[config.mk]
export PLATFORM = sky130hd
export DESIGN_NAME = normalize_round_pipe
export DESIGN_NICKNAME = d
export VERILOG_FILES = /design/src/rtl/mac_fp_pkg.sv /design/src/rtl/mac_lzc.sv /design/src/rtl/normalize_round_pipe.sv
export SDC_FILE = /design/constraint.sdc
export NUM_CORES = 1
export LEC_CHECK = 0
export CAP_MARGIN = 20
export CORE_ASPECT_RATIO = 1.25
export CORE_MARGIN = 2
export CORE_UTILIZATION = 56
export CTS_BUF_LIST = sky130_fd_sc_hd__clkbuf_16
export CTS_CLUSTER_DIAMETER = 100
export DETAILED_ROUTE_END_ITERATION = 12
export GPL_TIMING_DRIVEN = 1
export PLACE_DENSITY = 0.84
export RECOVER_POWER = 50
export REMOVE_ABC_BUFFERS = 1
export SETUP_SLACK_MARGIN = 0.15
export SLEW_MARGIN = 30
export SYNTH_ARGS = -nofsm -noshare
export SYNTH_HDL_FRONTEND = slang
export SYNTH_SLANG_ARGS = --single-unit
export TNS_END_PERCENT = 20
[constraint.sdc]
create_clock -name clk -period 4.95 [get_ports clk]
set_input_delay 0.99 -clock clk [delete_from_list [all_inputs] [get_ports clk]]
set_output_delay 0.99 -clock clk [all_outputs]
set_load 0.01 [all_outputs]
[src/rtl/mac_fp_pkg.sv]
// mac_fp_pkg: shared widths and limits for the SD4 FP16 MAC datapath
package mac_fp_pkg;
  localparam int SUM_W_DEF = 24;
  localparam int EXP_W_DEF = 7;
  localparam int MAN_W_DEF = 11;
  localparam int EXP_MAX = 31;
  localparam int EXP_MIN_FLUSH = -11;
  localparam logic [MAN_W_DEF-1:0] HIDDEN_ONE = 11'h400;
endpackage

[src/rtl/mac_lzc.sv]
// mac_lzc: leading-zero count of d (MSB first) with an all-zero flag
module mac_lzc #(
  parameter int W = 23,
  parameter int CW = $clog2(W + 1)
) (
  input  logic [W-1:0]  d,
  output logic [CW-1:0] cnt,
  output logic          zero
);
  always_comb begin
    cnt = CW'(W);
    for (int i = 0; i < W; i++) cnt = d[i] ? CW'(W - 1 - i) : cnt;
  end
  assign zero = ~|d;
endmodule

[src/rtl/normalize_round_pipe.sv]
// normalize_round_pipe: normalize, RNE-round and saturate/flush the accumulator sum over a 2-stage valid/ready pipe
module normalize_round_pipe
  import mac_fp_pkg::*;
#(
  parameter int SUM_W = SUM_W_DEF,
  parameter int EXP_W = EXP_W_DEF,
  parameter int MAN_W = MAN_W_DEF
) (
  input  logic             clk,
  input  logic             rst,
  input  logic             in_valid,
  output logic             in_ready,
  input  logic             in_sign,
  input  logic [EXP_W-1:0] in_exp,
  input  logic [SUM_W-1:0] in_sum,
  output logic             out_valid,
  input  logic             out_ready,
  output logic             sign,
  output logic [EXP_W-1:0] exp_final,
  output logic [MAN_W-1:0] norm_sum,
  output logic             ovf
);
  localparam int LZW = $clog2(SUM_W);
  localparam int XW = EXP_W + 1;
  localparam int GB = SUM_W - MAN_W - 1;
  localparam logic [MAN_W-1:0] HIDDEN = {1'b1, {(MAN_W - 1){1'b0}}};
  localparam logic signed [XW-1:0] E_MAX = XW'(EXP_MAX);
  localparam logic signed [XW-1:0] E_MIN = XW'(EXP_MIN_FLUSH);
  logic s2_adv;
  logic [LZW-1:0] lz;
  logic lz_zero, carry;
  logic signed [XW-1:0] e_in, e_n;
  logic [SUM_W-1:0] n_in;
  logic s1_valid, s1_sign, s1_zero;
  logic signed [XW-1:0] s1_exp;
  logic [SUM_W-1:0] s1_norm;
  logic [MAN_W-1:0] m, m_r;
  logic g, st, up, wrap, sat, flush, clear;
  logic signed [XW-1:0] e_r;
  assign s2_adv = ~out_valid | out_ready;
  assign in_ready = ~s1_valid | s2_adv;
  mac_lzc #(.W(SUM_W - 1), .CW(LZW)) u_lzc (
    .d(in_sum[SUM_W-2:0]),
    .cnt(lz),
    .zero(lz_zero)
  );
  // Both paths leave the leading one at the MSB; on carry the dropped LSB stays in the low bits for sticky.
  assign carry = in_sum[SUM_W-1];
  assign n_in = carry ? in_sum : {in_sum[SUM_W-2:0] << lz, 1'b0};
  assign e_in = XW'($signed(in_exp));
  assign e_n = carry ? e_in + XW'(1) : e_in - XW'(lz);
  always_ff @(posedge clk) begin
    if (rst) s1_valid <= 1'b0;
    else if (in_ready) s1_valid <= in_valid;
    if (in_ready && in_valid) begin
      s1_sign <= in_sign;
      s1_zero <= ~carry & lz_zero;
      s1_exp <= e_n;
      s1_norm <= n_in;
    end
  end
  assign m = s1_norm[SUM_W-1 -: MAN_W];
  assign g = s1_norm[GB];
  assign st = |s1_norm[GB-1:0];
  assign up = g & (st | m[0]);
  assign wrap = &m & up;
  assign m_r = wrap ? HIDDEN : m + MAN_W'(up);
  assign e_r = s1_exp + XW'(wrap);
  assign sat = ~s1_zero & (e_r >= E_MAX);
  assign flush = e_r < E_MIN;
  assign clear = s1_zero | flush;
  always_ff @(posedge clk) begin
    if (rst) begin
      out_valid <= 1'b0;
      sign <= 1'b0;
      exp_final <= '0;
      norm_sum <= '0;
      ovf <= 1'b0;
    end else if (s2_adv) begin
      out_valid <= s1_valid;
      if (s1_valid) begin
        sign <= s1_sign;
        ovf <= sat;
        exp_final <= sat ? E_MAX[EXP_W-1:0] : clear ? '0 : e_r[EXP_W-1:0];
        norm_sum <= sat ? HIDDEN : clear ? '0 : m_r;
      end
    end
  end
endmodule

==> metrics.txt <==
vias in the first global route 3897; PostCTS Resize Cnt 0; r2r endpoint norm_sum[7]; starting density of the core 58.1%; final worst path period share 89.5%; post-synthesis adder-cell area fraction 3.67%; register area share after synthesis 34.0%; vias per inst 6.33; first-pass GRT wire length 18800 microns; final-report setup violation count 0; Synth Register Bits 56; hold path endpoint exp_final[0]; Worst Hold Class reg2reg; unrepaired setup endpoints after global routing false; detailed-placement wirelength estimate 9120 microns; antenna cells 0; GRT Residual Overflow 0; mux cell area share after synthesis 11.6%; LEAKAGE 2.00 nW; Final min period 4.43 ns; largest family of logic cells by synthesized area compound AO/OA/AOI/OAI gates; CTS Root Cell clkbuf_16; Total GRT Usage 29.3%; Hold WS 0.453 ns; kind of critical path in2reg; DR pass1 iterations 5; Buffers on Ports 57; worst reg-to-reg setup slack 1.30 ns; slowest stage delay, CP 0.49 ns; clock skew 0.00336 ns; dpl cells 630; Die Span Y 102 microns; Cell Count, Final, Fillers Out 638; cell accounting for the most synthesized area edfxtp_1; Boundary Pins 58; crit path DAT 4.46 ns; failing checks capacitance limit, slew limit; synth warn 0; Max Root-Sink Buffers 2; Max IR drop VDD 225 uV; FP Rows 35; Hold Violations, Final 0; Finished Cell Area 5150 sq um; simple-gate share of the synthesized area 19.3%; GPL Wtd Cong 0.963; Reg clk slew, reported paths 0.06 ns; Crit-path slowest cell clkdlybuf4s50_1; # DRC 0; Slew headroom -9.43%; clk_lat worst skew 0.28 ns; clk sinks 56; Area after DPL 5020 sq um; reg2reg start s1_norm[13]; Synth Area in Compound Gates 21.2%; Final ANT Viol Nets 0; post-layout util 69.6%; endpoint class of the critical path flip-flop; average size of a mapped cell 8.88 sq um; worst path required time 4.98 ns; Min-Delay Startpoint exp_final[0]; Die ar. 8390 sq um; XOR/XNOR Fraction of Synth Area 4.89%; routed vias 4040; initial antenna violation count 0; Die X 82.3 microns; TritonCTS buffer count 5; Max Slew Vio Count 35; share of layout cells above drive strength 1 12.5%; 1st-iter DRT viols 365; Design Power 1.23 mW; Worst setup SP type input pin; top cell type's share of synthesized area 23.8%; Post-synth EDFFs 34; # Max-Cap Violations 1; hold path depth 2; worst path cell trace clkdlybuf4s50_1 > or2_1 > or3_1 > o21bai_4 > nand2_4 > clkinv_4 > ha_1 > nor2b_1 > ha_1 > a21o_1 > a21oi_1 > o21bai_1 > a21oi_1 > nor2b_1 > o21ai_0 > nand2b_1 > xnor2_1; area delta synth->final 19.9%; cell area after synthesis 4300 sq um; Yosys cell types 67; Register-to-Register Path Depth 14; top cells by count, synth nand2_1 (54), nor2_1 (51), edfxtp_1 (34), mux2i_1 (29), a21oi_1 (24); core area 7400 sq um; CTS H-Tree Depth 2; fin nets 593; CTS tree yes; Max FO, Critical Path 6; status finished, violations left; power per cell area 239 nW/um^2; Async S/R FF share, synth 0%; post-synthesis cell count 484; post-cts hold buffer count 0; synth top area cells edfxtp_1 (24%), dfxtp_1 (10%), mux2i_1 (6.8%), nand2_1 (4.7%), nor2_1 (4.5%); Routed WL 11600 microns; FMAX 226 MHz; top_reg_cell synth edfxtp_1; worst slew pin tran 1.64 ns; postcts setup bufs 0; largest net degree at the start of global routing 35; WL/cell 18.3 microns; most common cell in the netlist nand2_1
[worst max-delay path, delay by kind of cell]
kind | cells | cell delay, ns
XOR/XNOR | 1 | 0.13
AND/OR/NAND/NOR | 6 | 1.14
adder cells (fa/ha/maj) | 2 | 0.50
AO/OA/AOI/OAI | 6 | 1.15
buffers and inverters | 2 | 0.54
[area by class of cell]
type	count	area (sq um)
Tap cell	92	115
Inverter	12	50.0
Timing Repair Buffer	85	773
Multi-Input combinational cell	385	2610
Sequential cell	56	1460
Fill cell	596	2250
Clock inverter	3	15.0
Clock buffer	5	125
[worst max-delay path by stage]
stage / startpoint / end / slack [ns]
final: in_sum[11] / s1_exp[7] / 0.52
after global routing: in_sum[10] / s1_exp[7] / 0.31
after CTS: in_sum[7] / s1_exp[7] / 0.54
after detailed placement: in_sum[11] / s1_exp[7] / 0.26
after global placement: in_sum[11] / s1_exp[7] / 0.38
after floorplan: in_sum[1] / s1_exp[7] / -0.41
[flip-flops by register name, summed over array words and instances, names as in the netlist]
name	cells
norm_sum	11
s1_exp	8
s1_zero	1
exp_final	7
s1_sign	1
out_valid	1
s1_norm	24
s1_valid	1
ovf	1
sign	1
[stage by stage]
| stage | setup slack (ns) | TNS (ns) |
|---|---|---|
| 6_report | 0.519 | 0 |
| 4_1_cts | 0.540 | 0 |
| 3_5_place_dp | 0.259 | 0 |
| 3_3_place_gp | 0.381 | 0 |
| 2_1_floorplan | -0.409 | -0.657 |
| 5_1_grt | 0.308 | 0 |
[power breakdown]
part | internal, mW | switching (mW) | total, mW
combinational | 0.154 | 0.188 | 0.342
sequential | 0.540 | 0.0224 | 0.562
clock | 0.184 | 0.142 | 0.326
[cells in the final DEF, fill, tap and decap left out, drive strengths merged, types with 18 or more instances in the layout]
cell,n
nand2,55
nor2,51
edfxtp,34
clkdlybuf4s50,33
mux2i,29
buf,26
a21oi,24
dlygate4sd3,24
o21ai,24
dfxtp,22
a22oi,20
mux2,18
[layer usage]
metal | track usage (%) | part of all wire [%] | up-vias
met4 | 16.4 | 5.1 | 0
met1 | 34.2 | 38 | 1861
met5 | 0 | 0 | -
met2 | 51.6 | 51 | 218
met3 | 2.83 | 6.4 | 43
li1 | - | - | 1918
[logic make-up after synthesis]
kind of cell | Yosys count
compound gates | 126
xor+xnor | 24
buf+inv | 43
flops | 56
simple gates | 176
mux | 47
fa+ha+maj | 12
Power figures use the tool's default switching activity.
